File: src/rtl/ct_ebiu_snoop_channel_pkg.sv
// ct_ebiu_snoop_channel_pkg: shared widths, FSM encoding and CR response layout
// for the EBIU snoop channel.
package ct_ebiu_snoop_channel_pkg;
    localparam int PA_WIDTH = 40;
    localparam int CD_DATAW = 128;
    localparam int ACID_W   = 5;
    localparam int CRRESP_W = 5;

    typedef enum logic [2:0] {
        S_IDLE    = 3'd0,
        S_AC_REQ  = 3'd1,
        S_CR_WAIT = 3'd2,
        S_CR_OUT  = 3'd3,
        S_CD_XFER = 3'd4
    } snp_state_e;

    // Field order fixes the CRRESP bit indices: data_transfer is bit 0.
    typedef struct packed {
        logic was_unique;
        logic is_shared;
        logic pass_dirty;
        logic error;
        logic data_transfer;
    } crresp_t;
endpackage

File: src/rtl/ct_ebiu_snoop_cd_fifo.sv
// ct_ebiu_snoop_cd_fifo: 2-entry CD beat buffer; pointers and count reset
// asynchronously, storage is plain data flops.
module ct_ebiu_snoop_cd_fifo #(
    parameter int W = 129
) (
    input  logic         clk_i,
    input  logic         rst_n_i,
    input  logic         push_i,
    input  logic [W-1:0] din_i,
    input  logic         pop_i,
    output logic [W-1:0] dout_o,
    output logic         full_o,
    output logic         empty_o
);
    logic [W-1:0] mem_q [2];
    logic         wr_q, wr_d, rd_q, rd_d;
    logic [1:0]   cnt_q, cnt_d;

    always_comb begin
        wr_d  = wr_q ^ push_i;
        rd_d  = rd_q ^ pop_i;
        cnt_d = cnt_q + {1'b0, push_i} - {1'b0, pop_i};
    end

    always_ff @(posedge clk_i or negedge rst_n_i) begin
        if (!rst_n_i) begin
            wr_q  <= 1'b0;
            rd_q  <= 1'b0;
            cnt_q <= 2'd0;
        end else begin
            wr_q  <= wr_d;
            rd_q  <= rd_d;
            cnt_q <= cnt_d;
        end
    end

    always_ff @(posedge clk_i) begin
        if (push_i) mem_q[wr_q] <= din_i;
    end

    assign dout_o  = mem_q[rd_q];
    assign full_o  = cnt_q == 2'd2;
    assign empty_o = cnt_q == 2'd0;
endmodule

File: src/rtl/ct_ebiu_snoop_channel.sv
// ct_ebiu_snoop_channel: live ACE snoop path; one outstanding snoop from bus AC to
// ebiuif, CR response back to the bus, CD beats to the bus through a 2-entry buffer.
module ct_ebiu_snoop_channel
    import ct_ebiu_snoop_channel_pkg::*;
#(
    parameter int ADDRW = PA_WIDTH,
    parameter int DATAW = CD_DATAW
) (
    input  logic                cpuclk,
    input  logic                cpurst_b,
    input  logic                pad_ebiu_acvalid,
    input  logic [ADDRW-1:0]    pad_ebiu_acaddr,
    input  logic [2:0]          pad_ebiu_acprot,
    input  logic [3:0]          pad_ebiu_acsnoop,
    output logic                ebiu_pad_acready,
    output logic                ebiu_ebiuif_acvalid,
    output logic [ADDRW-1:0]    ebiu_ebiuif_acaddr,
    output logic [ACID_W-1:0]   ebiu_ebiuif_acid,
    output logic [2:0]          ebiu_ebiuif_acprot,
    output logic [3:0]          ebiu_ebiuif_acsnoop,
    input  logic                ebiuif_ebiu_ac_grant,
    output logic                ebiu_ebiuif_cr_grant,
    input  logic                ebiuif_ebiu_crvalid,
    input  logic [CRRESP_W-1:0] ebiuif_ebiu_crresp,
    output logic                ebiu_ebiuif_cd_grant,
    input  logic                ebiuif_ebiu_cdvalid,
    input  logic [DATAW-1:0]    ebiuif_ebiu_cddata,
    input  logic                ebiuif_ebiu_cdlast,
    output logic                ebiu_pad_crvalid,
    output logic [CRRESP_W-1:0] ebiu_pad_crresp,
    input  logic                pad_ebiu_crready,
    output logic                ebiu_pad_cdvalid,
    output logic [DATAW-1:0]    ebiu_pad_cddata,
    output logic                ebiu_pad_cdlast,
    input  logic                pad_ebiu_cdready,
    output logic                ebiu_snoop_channel_no_op
);
    snp_state_e        state_q, state_d;
    logic              acready_q;
    logic [ACID_W-1:0] acid_q, acid_d;
    logic [ADDRW-1:0]  addr_q, addr_d;
    logic [2:0]        prot_q, prot_d;
    logic [3:0]        snoop_q, snoop_d;
    crresp_t           crresp_q, crresp_d;
    logic              in_cd, fifo_full, fifo_empty, fifo_push, fifo_pop, head_last;
    logic [DATAW-1:0]  head_data;

    assign in_cd                    = state_q == S_CD_XFER;
    assign ebiu_pad_acready         = acready_q;
    assign ebiu_ebiuif_acvalid      = state_q == S_AC_REQ;
    assign ebiu_ebiuif_acaddr       = addr_q;
    assign ebiu_ebiuif_acid         = acid_q;
    assign ebiu_ebiuif_acprot       = prot_q;
    assign ebiu_ebiuif_acsnoop      = snoop_q;
    assign ebiu_ebiuif_cr_grant     = state_q == S_CR_WAIT;
    assign ebiu_pad_crvalid         = state_q == S_CR_OUT;
    assign ebiu_pad_crresp          = crresp_q;
    assign ebiu_ebiuif_cd_grant     = in_cd & ~fifo_full;
    assign ebiu_pad_cdvalid         = in_cd & ~fifo_empty;
    assign ebiu_pad_cddata          = head_data;
    assign ebiu_pad_cdlast          = ebiu_pad_cdvalid & head_last;
    assign fifo_push                = ebiuif_ebiu_cdvalid & ebiu_ebiuif_cd_grant;
    assign fifo_pop                 = ebiu_pad_cdvalid & pad_ebiu_cdready;
    assign ebiu_snoop_channel_no_op = (state_q == S_IDLE) & ~pad_ebiu_acvalid;

    always_comb begin
        state_d  = state_q;
        acid_d   = acid_q;
        addr_d   = addr_q;
        prot_d   = prot_q;
        snoop_d  = snoop_q;
        crresp_d = crresp_q;
        case (state_q)
            S_IDLE: if (pad_ebiu_acvalid && acready_q) begin
                state_d = S_AC_REQ;
                addr_d  = pad_ebiu_acaddr;
                prot_d  = pad_ebiu_acprot;
                snoop_d = pad_ebiu_acsnoop;
            end
            S_AC_REQ: if (ebiuif_ebiu_ac_grant) begin
                state_d = S_CR_WAIT;
                acid_d  = acid_q + 5'd1;
            end
            S_CR_WAIT: if (ebiuif_ebiu_crvalid) begin
                state_d  = S_CR_OUT;
                crresp_d = crresp_t'(ebiuif_ebiu_crresp);
            end
            S_CR_OUT: if (pad_ebiu_crready) state_d = crresp_q.data_transfer ? S_CD_XFER : S_IDLE;
            S_CD_XFER: if (fifo_pop && head_last) state_d = S_IDLE;
            default: state_d = S_IDLE;
        endcase
    end

    always_ff @(posedge cpuclk or negedge cpurst_b) begin
        if (!cpurst_b) begin
            state_q   <= S_IDLE;
            acready_q <= 1'b0;
            acid_q    <= '0;
            addr_q    <= '0;
            prot_q    <= '0;
            snoop_q   <= '0;
            crresp_q  <= '0;
        end else begin
            state_q   <= state_d;
            acready_q <= state_d == S_IDLE;
            acid_q    <= acid_d;
            addr_q    <= addr_d;
            prot_q    <= prot_d;
            snoop_q   <= snoop_d;
            crresp_q  <= crresp_d;
        end
    end

    ct_ebiu_snoop_cd_fifo #(.W(DATAW + 1)) u_cd_fifo (
        .clk_i   (cpuclk),
        .rst_n_i (cpurst_b),
        .push_i  (fifo_push),
        .din_i   ({ebiuif_ebiu_cdlast, ebiuif_ebiu_cddata}),
        .pop_i   (fifo_pop),
        .dout_o  ({head_last, head_data}),
        .full_o  (fifo_full),
        .empty_o (fifo_empty)
    );
endmodule
File: config.mk
export PLATFORM = sky130hd
export DESIGN_NAME = ct_ebiu_snoop_channel
export DESIGN_NICKNAME = d
export VERILOG_FILES = /design/src/rtl/ct_ebiu_snoop_channel_pkg.sv /design/src/rtl/ct_ebiu_snoop_cd_fifo.sv /design/src/rtl/ct_ebiu_snoop_channel.sv
export SDC_FILE = /design/constraint.sdc
export NUM_CORES = 1
export LEC_CHECK = 0
export CORE_MARGIN = 4
export CORE_UTILIZATION = 44
export CTS_CLUSTER_SIZE = 10
export DETAILED_ROUTE_END_ITERATION = 16
export PLACE_DENSITY = 0.79
export SLEW_MARGIN = 30
export SYNTH_ARGS = -nofsm -noshare
export SYNTH_HDL_FRONTEND = slang
export SYNTH_SLANG_ARGS = --single-unit
File: constraint.sdc
create_clock -name cpuclk -period 6.4 [get_ports cpuclk]
set_input_delay 1.92 -clock cpuclk [delete_from_list [all_inputs] [get_ports cpuclk]]
set_output_delay 1.92 -clock cpuclk [all_outputs]
set_load 0.05 [all_outputs]
Word-level counts from Yosys, hierarchy flattened:

Memory sizes are Yosys's and may differ from the RTL's.
Cells that the tools add are included.
Widths: inputs -> output; s select.

* register bits: 65
* memories: 1
* logic and storage cells: 51
* bits in writable memories: 258
* bits of input ports: 189

* $add $sub $neg: 3
* muxes and demuxes: 9
* bitwise operators: 11
* equality and inequality tests: 5
* reduce and logical (&&, ||, !) cells: 8

Memories
* u_cd_fifo.mem_q: depth 2, width 129, read ports 1, clocked after Yosys merged registers in 0, wr ports 1, RTL line ct_ebiu_snoop_cd_fifo.sv:15 `logic [W-1:0] mem_q [2];`

Operator list (number)
* $mux 3: 6
* $pmux 3 s5: 1
* $and 1x1->1: 6
* $eq 3x2->1 const B: 2
* $logic_not 3->1: 2
* $reduce_and 2->1: 3
* $add 5x1->5 const B: 1
* $eq 3x1->1 const B: 1
* $eq 3x3->1 const B: 1
* $not 1->1: 3
* $add 2x1->2: 1
* $eq 2x2->1 const B: 1
* $logic_and 1x1->1: 2
* $logic_not 2->1: 1
* $mux 1: 2
* $sub 2x1->2: 1
* $xor 1x1->1: 2

Depth between registers and ports, before layout:

Gate-level depths: netlist of the first run.

* depth after elaboration: 8
* depth in mapped cells: 8

Hierarchy:

From an unflattened synthesis of the first run, not the netlist that was laid out.

* cells, all modules: 574
* area total of the unflattened synthesis: 12145.4 um^2

By module, submodules not included
* ct_ebiu_snoop_cd_fifo: instances 1, cells each 417, area an instance 9542.9 um^2
* ct_ebiu_snoop_channel: instances 1, cells each 157, area an instance 2602.5 um^2

Least setup slack after synthesis of the first run:

Ideal clock, no wire load.

* path kind: input to register
* start point: input ebiuif_ebiu_cdvalid
* end point: memory u_cd_fifo.mem_q[0][0], enable pin
* required time: 5.896 ns
* cell stages on the path: 2
* arrival time: 5.119 ns
* path slack: 0.777 ns
* path through: and2_1 > ha_1

* word-level cells in the longest chain between the ends: 3

RTL lines
* from (decl): RTL line ct_ebiu_snoop_channel.sv:26 `input logic ebiuif_ebiu_cdvalid,`
* $and 1x1->1: RTL line ct_ebiu_snoop_channel.sv:62 `assign fifo_push = ebiuif_ebiu_cdvalid & ebiu_ebiuif_cd_grant;`
* $mux 1: RTL line ct_ebiu_snoop_cd_fifo.sv:38 `if (push_i) mem_q[wr_q] <= din_i;`
* $mux 1 (implied by the code): RTL line ct_ebiu_snoop_cd_fifo.sv:38
* to (decl): RTL line ct_ebiu_snoop_cd_fifo.sv:15

No other way between the ends.

Worst setup path after layout of the first run:

* start point: input pad_ebiu_acvalid
* end point: output ebiu_snoop_channel_no_op

* word-level cells in the longest chain between the ends: 2

RTL lines
* from (decl): RTL line ct_ebiu_snoop_channel.sv:11 `input logic pad_ebiu_acvalid,`
* $not 1->1: RTL line ct_ebiu_snoop_channel.sv:64 `assign ebiu_snoop_channel_no_op = (state_q == S_IDLE) & ~pad_ebiu_acvalid;`
* $and 1x1->1: RTL line ct_ebiu_snoop_channel.sv:64
* to (decl): RTL line ct_ebiu_snoop_channel.sv:36 `output logic ebiu_snoop_channel_no_op`

No other way between the ends.

==> results of run 1 <==
## kinds of logic (layout without fill, tap and decap cells)
| logic type | count (synthesis) | count (layout) | synth area share [%] |
|---|---|---|---|
| other cells | 0 | 2 | 0 |
| simple gates | 27 | 27 | 1.665 |
| fa+ha+maj | 5 | 5 | 0.5236 |
| buf+inv | 25 | 450 | 1.225 |
| flops | 323 | 323 | 78.45 |
| xor+xnor | 7 | 7 | 0.5131 |
| mux | 183 | 183 | 17.23 |
| compound gates | 6 | 6 | 0.3979 |
## final cells by class
cell class                 count  area share, %
antenna                        2        0.02896
clock buffer                  56          6.262
clock inverter                 1        0.02172
inverter                       4        0.08687
multi-input combinational    228          14.20
sequential                   323          54.26
tap                          341          2.469
timing repair buffer         389          22.67
## power by group through the flow
stage | Combinational (W) | Clock (W) | Sequential [W]
after floorplan | 0.00153 | 0 | 0.00332
after global placement | 0.00317 | 0 | 0.00275
after detailed placement | 0.00320 | 0 | 0.00277
after CTS | 0.00322 | 0.00196 | 0.00273
after global routing | 0.00331 | 0.00205 | 0.00276
final | 0.00319 | 0.00190 | 0.00273
## cell usage in the layout (no fill, tap or decap), drive strengths merged, types with 2 or more instances in the layout
master         netlist  final
clkdlybuf4s50        0    380
edfxtp             258    258
mux2               181    181
dfrtp               65     65
clkbuf               1     56
buf                 20      9
nand2                6      6
xnor2                5      5
ha                   5      5
inv                  4      4
nor2                 4      4
diode                0      2
and2                 2      2
o21bai               2      2
mux2i                2      2
xor2                 2      2
nand4                2      2
nor3b                2      2
nor4                 2      2
## registers in the layout (all words and copies together), names as in the netlist
signal               flops
ebiu_pad_acready         1
ebiu_pad_crresp          5
ebiu_ebiuif_acaddr      40
u_cd_fifo.cnt_q          2
ebiu_ebiuif_acid         5
ebiu_ebiuif_acprot       3
u_cd_fifo.rd_q           1
u_cd_fifo.wr_q           1
ebiu_ebiuif_acsnoop      4
u_cd_fifo.mem_q        258
state_q                  3
## worst min path at each step
stage	end	slack, ns	depth (start not counted)
after floorplan	u_cd_fifo.cnt_q[1]	0.50	1
after global placement	ebiu_ebiuif_acaddr[23]	0.47	1
after detailed placement	ebiu_ebiuif_acaddr[36]	0.47	1
after CTS	ebiu_ebiuif_acaddr[36]	0.49	1
after global routing	ebiu_ebiuif_acsnoop[3]	0.50	1
final	ebiu_ebiuif_acaddr[20]	0.48	1
## layer usage
layer	wire [um]	GRT usage, %	share of wire, %
met1	9808	18.87	34
met2	15320	34.67	53
met5	7	0	0.024
met3	2900	8.286	10
met4	946	6.884	3.3
## per-stage QoR
stage	utilization, %	instance area, sq um
final	64.49	17280
after detailed placement	60.34	16170
after CTS	64.39	17260
after global placement	60.34	16170
after floorplan	-	11950
after global routing	64.49	17280
==> impl_metrics.toml, run 1 <==
[outcome]
outcome = "finished, final reports clean"

[critical_path]
critPathKind = "in -> out"
path_cells = "clkdlybuf4s50_1 -> nor4_1 -> clkdlybuf4s50_1"
worstSetupStartpoint = "pad_ebiu_acvalid"
crit_family = "buffers and inverters"
reg2reg_slack_ns = 3.27
cp.depth = 3
cp-end-kind = "output pin"
regToRegStartpoint = "state_q[1]"
r2r-end = "u_cd_fifo.mem_q[0][31]"
start_kind = "input pin"
crit_slowest_cell = "clkdlybuf4s50_1"
worstPathRequired_ns = 4.48
crit_path_frequent_cell = "clkdlybuf4s50_1"
endpoint = "ebiu_snoop_channel_no_op"
ff2ff_path_depth = 5
path_buf_inv = 2
slowest_delay_ns = 0.88
cp.arrival_ns = 3.62
crit_fanout = 3

[power_and_ir_drop]
p_leak_nw = 6.024
p_int_w = 0.004867
p_total_w = 0.007814
seqPwrFrac_pct = 34.9
combPwrFrac_pct = 40.8
p_sw_w = 0.002947
clkPwrFrac_pct = 24.3
ir_drop_mv = 0.4016
power.density_nw_per_um2 = 452.1
sw_frac_of_total_pct = 37.71

[placed_design]
port_buffers = 381
placedCellCount = 1284
place_ws_ns = 0.8627
gp_congestion = 0.7633
place_hpwl_um = 20080

[layout]
layout-drive-gt1-share_pct = 21.28
finalNonFillerCells = 1344
syn_to_final_growth_pct = 44.64
final-seq-area_sq_um = 9378
multi_input_area_sq_um = 2454
fillers = 1796
fin_nets = 1178

[routing]
routed-via-count = 6794
wl_per_cell_um = 21.56
remaining_drc_errors = 0
dr.first_iter.drc_count = 361
viasPerCell = 5.055
ant_nets = 0
routed_wl_um = 28980
dr.pass1.iters = 5

[sta]
final.min_clock_period_ns = 5.538
fin_setup_tns_ns = 0
rsz0062_at_grt = "false"
setup_viol = 0
slew_headroom_pct = 45.74
max_freq_ghz = 0.1806
fin_crit_sh_pct = 86.53
finalHoldViolCount = 0
drv_slew = 0
setup_slack_ns = 0.8621
tightest_slew_ns = 0.8139
fin_worst_skew_ns = 0.01728
hold_ws_ns = 0.4826

[worst_hold_path]
hp-start = "ebiu_ebiuif_acaddr[20]"
min_path_type = "reg -> reg"

[die]
num_rows = 60
die_y_um = 172.8
coreArea_sq_um = 26800
dieArea_sq_um = 29860
pin_count = 382
die_w_um = 172.8
initial_core_util_pct = 44.58

[clocking]
cts_buffer_depth = 3
cts_buffers = 38
cts_sinks = 323
cts_hold_buf = 0
cts_tree = "yes"
cts-resized-gates = 0
clk-insertion-delay-late_ns = 0.50
cts_setup_buffers = 0
clockRootBuffer = "clkbuf_16"
htreeDepth = 2
path_clk_slew_ns = 0.05

[grt]
antenna_found_initial = 3
overflow = 0
grt_use_total_pct = 18.86
grt_pass1_wl_um = 43850
grt_pass1_vias = 7665
grt_max_degree = 79

[logic_synthesis]
synthTopCellsByCount = "258 x edfxtp_1, 151 x mux2_2, 65 x dfrtp_1"
synth_cells = 576
ys_warn_count = 0
synthTopCellsByArea = "edfxtp_1 65%, mux2_2 14%, dfrtp_1 14%, mux2_1 2.8%, buf_2 0.63%"
async_flop_share_pct = 20.12
ys_ff_latch = 323
yosysMostFrequentCell = "edfxtp_1"
ys_types = 36
synth_edf_count = 258
ys_seq_area_share_pct = 78.45
synth_top_cell_by_area = "edfxtp_1"
synth_area_per_cell_sq_um = 20.74
synthesis.nets = 770
yosys.area.top_type_share_pct = 64.84
ys.flop_type = "edfxtp_1"
syn_area_sq_um = 11950

[job]
drv_cap = 0
Power figures use the tool's default switching activity.
==> run 2: changes to the inputs <==
Settings changed: CORE_MARGIN 4 to 1.5.
==> impl_metrics.toml, run 2 (same netlist as run 1, synthesis figures left out) <==
[outcome]
outcome = "finished, final reports clean"

[clocking]
cts_buffer_depth = 3
cts_buffers = 38
cts_hold_buf = 0
cts-resized-gates = 0
clk-insertion-delay-late_ns = 0.51
path_clk_slew_ns = 0.06
cts_sinks = 323
cts_setup_buffers = 0
cts_tree = "yes"
clockRootBuffer = "clkbuf_16"
htreeDepth = 2

[critical_path]
critPathKind = "in -> out"
crit_slowest_cell = "clkdlybuf4s50_1"
start_kind = "input pin"
cp.arrival_ns = 3.71
crit_fanout = 3
crit_path_frequent_cell = "clkdlybuf4s50_1"
slowest_delay_ns = 0.89
cp-end-kind = "output pin"
path_cells = "clkdlybuf4s50_1 -> nor4_1 -> clkdlybuf4s50_1"
worstPathRequired_ns = 4.48

[die]
die_y_um = 167.8
dieArea_sq_um = 28150
die_w_um = 167.8
pin_count = 382
coreArea_sq_um = 26800
num_rows = 60
initial_core_util_pct = 44.58

[routing]
routed_wl_um = 28300
ant_nets = 0
routed-via-count = 6789
remaining_drc_errors = 0
dr.first_iter.drc_count = 415
wl_per_cell_um = 21.01
dr.pass1.iters = 6
viasPerCell = 5.040

[grt]
grt_use_total_pct = 19.63
antenna_found_initial = 3
overflow = 0
grt_pass1_wl_um = 41880
grt_pass1_vias = 7521
grt_max_degree = 66

[sta]
final.min_clock_period_ns = 5.627
fin_setup_tns_ns = 0
fin_crit_sh_pct = 87.92
fin_worst_skew_ns = 0.01922
finalHoldViolCount = 0
drv_slew = 0
setup_viol = 0
slew_headroom_pct = 41.54
max_freq_ghz = 0.1777
rsz0062_at_grt = "false"
tightest_slew_ns = 0.8768

[layout]
fin_nets = 1180
finalNonFillerCells = 1347
syn_to_final_growth_pct = 44.87
largest_reg_flops = 258
top_register = "u_cd_fifo.mem_q"
layout_common_cells = "380 x clkdlybuf4s50_1, 258 x edfxtp_1, 151 x mux2_2, 64 x dfrtp_1, 41 x clkbuf_16"
final_common_cell = "clkdlybuf4s50_1"
fin_util_pct = 64.59
layout-drive-gt1-share_pct = 21.39
fin_area_sq_um = 17310

[power_and_ir_drop]
power.density_nw_per_um2 = 452.9
p_total_w = 0.007840
ir_drop_mv = 0.4028
p_leak_nw = 6.042

[worst_hold_path]
min_path_type = "reg -> reg"

[placed_design]
port_buffers = 381
placedCellCount = 1286
gp_congestion = 0.7843
place_hpwl_um = 19360
postPlaceCellArea_sq_um = 16190

[job]
drv_cap = 0
## run 2: layer usage
layer	part of all wire, %	GRT usage [%]	up-vias
met3	9.2	7.311	65
met4	3.6	8.382	2
met5	0.046	0	-
li1	-	-	3060
met2	52	35.49	294
met1	35	20.40	3368
## run 2: worst max-delay path, delay by kind of cell
kind                   cells  cell delay (ns)
AND/OR/NAND/NOR            1             0.35
buffers and inverters      2             1.44
## run 2: layout make-up
type                            instances  area, sq um
Clock buffer                           58         1090
Fill cell                            1876         9490
Timing Repair Buffer                  391         3941
Inverter                                4        15.01
Tap cell                              341        426.7
Sequential cell                       323         9378
Multi-Input combinational cell        228         2454
Antenna cell                            1        2.502
Clock inverter                          1        3.754
## run 2: power breakdown
part | leakage, nW | switching [W] | internal [W]
registers | 3.10 | 0.000224 | 0.00251
logic | 2.42 | 0.00198 | 0.00121
clock network | 0.527 | 0.000760 | 0.00116
## run 2: final timing paths
check / startpoint / to / slack [ns] / cells past startpoint
min in group asynchronous: cpurst_b / ebiu_ebiuif_acid[3] / 1.37 / 2
worst min-delay path: ebiu_ebiuif_acsnoop[3] / ebiu_ebiuif_acsnoop[3] / 0.48 / 1
max in group asynchronous: cpurst_b / u_cd_fifo.rd_q / 4.48 / 3
worst min register to register: ebiu_ebiuif_acsnoop[3] / ebiu_ebiuif_acsnoop[3] / 0.48 / 1
worst max-delay path: pad_ebiu_acvalid / ebiu_snoop_channel_no_op / 0.77 / 3
worst max register to register: state_q[1] / u_cd_fifo.mem_q[0][52] / 3.35 / 5
## run 2: stage by stage
step	hold slack [ns]	setup WS (ns)
2_1_floorplan	0.4992	0.7766
3_3_place_gp	0.4649	0.6614
3_5_place_dp	0.4780	0.7389
4_1_cts	0.4865	0.7107
5_1_grt	0.5016	0.7011
6_report	0.4846	0.7731
==> run 3: changes to the inputs <==
Settings changed: ABC_CLOCK_PERIOD_IN_PS from default to 5210.
Clock period 6.4 ns to 5.21 ns, I/O delays scaled along.
==> impl_metrics.toml, run 3 (same netlist as run 1, synthesis figures left out) <==
[outcome]
outcome = "finished, final reports clean"

[critical_path]
worstPathRequired_ns = 3.65
ff2ff_path_depth = 5
r2r-end = "u_cd_fifo.mem_q[1][108]"
critPathKind = "reg -> out"
start_kind = "register"
cp.arrival_ns = 2.89
crit_slowest_cell = "dfrtp_4"
worstSetupStartpoint = "u_cd_fifo.rd_q"
regToRegStartpoint = "state_q[1]"
endpoint = "ebiu_pad_cddata[35]"
path_cells = "buf_4 -> mux2_2 -> clkdlybuf4s50_1"
slowest_delay_ns = 0.76
crit_fanout = 34
reg2reg_slack_ns = 2.40
cp-end-kind = "output pin"

[die]
die_y_um = 167.8
die_w_um = 167.8
pin_count = 382
initial_core_util_pct = 44.58
dieArea_sq_um = 28150
coreArea_sq_um = 26800
num_rows = 60

[sta]
max_freq_ghz = 0.2247
final.min_clock_period_ns = 4.450
fin_crit_sh_pct = 85.42
rsz0062_at_grt = "false"
setup_viol = 0
fin_worst_skew_ns = 0.02243
tightest_slew_ns = 0.7063
slew_headroom_pct = 52.91
finalHoldViolCount = 0
drv_slew = 0
fin_setup_tns_ns = 0

[placed_design]
gp_congestion = 0.7893
place_hpwl_um = 19360
postPlaceCellArea_sq_um = 16200
port_buffers = 381

[layout]
fin_area_sq_um = 17310
layout_common_cells = "379 x clkdlybuf4s50_1, 258 x edfxtp_1, 151 x mux2_2, 64 x dfrtp_1, 41 x clkbuf_16"
syn_to_final_growth_pct = 44.86
fillers = 1871
layout-drive-gt1-share_pct = 21.76
largest_reg_flops = 258
fin_nets = 1181
top_register = "u_cd_fifo.mem_q"
final_common_cell = "clkdlybuf4s50_1"

[power_and_ir_drop]
sw_frac_of_total_pct = 37.47
combPwrFrac_pct = 40.8
clkPwrFrac_pct = 24.8
seqPwrFrac_pct = 34.5
ir_drop_mv = 0.4497
p_leak_nw = 6.049
p_sw_w = 0.003612
p_int_w = 0.006029
power.density_nw_per_um2 = 557.0

[clocking]
cts_sinks = 323
htreeDepth = 2
cts_buffer_depth = 3
path_clk_slew_ns = 0.05
clockRootBuffer = "clkbuf_16"
clk-insertion-delay-late_ns = 0.50
cts_hold_buf = 0
cts-resized-gates = 0
cts_buffers = 38
cts_setup_buffers = 0
cts_tree = "yes"

[worst_hold_path]
hold_path_depth = 1
min_path_type = "reg -> reg"

[routing]
wl_per_cell_um = 20.77
viasPerCell = 5.012
dr.pass1.iters = 4
dr.first_iter.drc_count = 379
ant_nets = 0
routed_wl_um = 27930
routed-via-count = 6741
remaining_drc_errors = 0

[grt]
grt_max_degree = 75
grt_pass1_wl_um = 41550
overflow = 0
grt_pass1_vias = 7470
antenna_found_initial = 3
grt_use_total_pct = 19.44

[job]
drv_cap = 0
## run 3: cell types whose count changed in the layout (fill, tap and decap cells not counted), sizes merged
cell | previous run | this run
clkinv | 1 | 0
diode | 1 | 2
bufinv | 0 | 1
clkdlybuf4s50 | 380 | 379
clkbuf | 58 | 54
buf | 11 | 13
## run 3: final cells by class
class | instances | area, sq um | area share, %
Inverter | 4 | 15.01 | 0.08674
Timing Repair Buffer | 392 | 3926 | 22.68
Antenna cell | 2 | 5.005 | 0.02891
Multi-Input combinational cell | 228 | 2454 | 14.18
Clock buffer | 54 | 1075 | 6.209
Tap cell | 341 | 426.7 | 2.465
Clock inverter | 1 | 30.03 | 0.1735
Sequential cell | 323 | 9378 | 54.18
## run 3: per-layer routing
layer	routed length [um]	up-vias	global-route usage (%)
li1	-	3050	-
met1	9709	3350	19.61
met2	14440	283	34.93
met3	2974	56	8.862
met4	793	2	7.521
met5	13	-	0
## run 3: power by group through the flow
stage                     Sequential (W)  Combinational, W  Clock (W)
final                            0.00332           0.00393    0.00239
after global routing             0.00336           0.00406    0.00254
after CTS                        0.00333           0.00396    0.00246
after detailed placement         0.00337           0.00394          0
after global placement           0.00335           0.00392          0
after floorplan                  0.00408           0.00188          0
## run 3: how the worst min path moves through the flow
stage	to	slack, ns	start
floorplan	u_cd_fifo.cnt_q[1]	0.50	u_cd_fifo.cnt_q[1]
global placement	ebiu_ebiuif_acid[4]	0.46	ebiu_ebiuif_acid[4]
detailed placement	ebiu_ebiuif_acid[4]	0.47	ebiu_ebiuif_acid[4]
global route	ebiu_ebiuif_acid[4]	0.50	ebiu_ebiuif_acid[4]
CTS	ebiu_ebiuif_acid[4]	0.48	ebiu_ebiuif_acid[4]
finish	ebiu_ebiuif_acid[4]	0.47	ebiu_ebiuif_acid[4]
## run 3: critical path, delay by kind of cell, from the launching register on
family	cells	cell delay, ns
buf+inv	2	1.19
mux	1	0.39
flops	1	0.76
## run 3: per-stage QoR
step | hold slack, ns | worst slack, ns | power, W | instances | utilization, %
floorplan | 0.4992 | -0.05639 | 0.005958 | 576 | -
global placement | 0.4644 | 0.9236 | 0.007270 | 1288 | 60.44
detailed placement | 0.4735 | 0.9801 | 0.007306 | 1288 | 60.44
CTS | 0.4824 | 0.7180 | 0.009743 | 1343 | 64.57
global route | 0.5008 | 0.6525 | 0.009966 | 1345 | 64.58
finish | 0.4743 | 0.7596 | 0.009641 | 1345 | 64.58
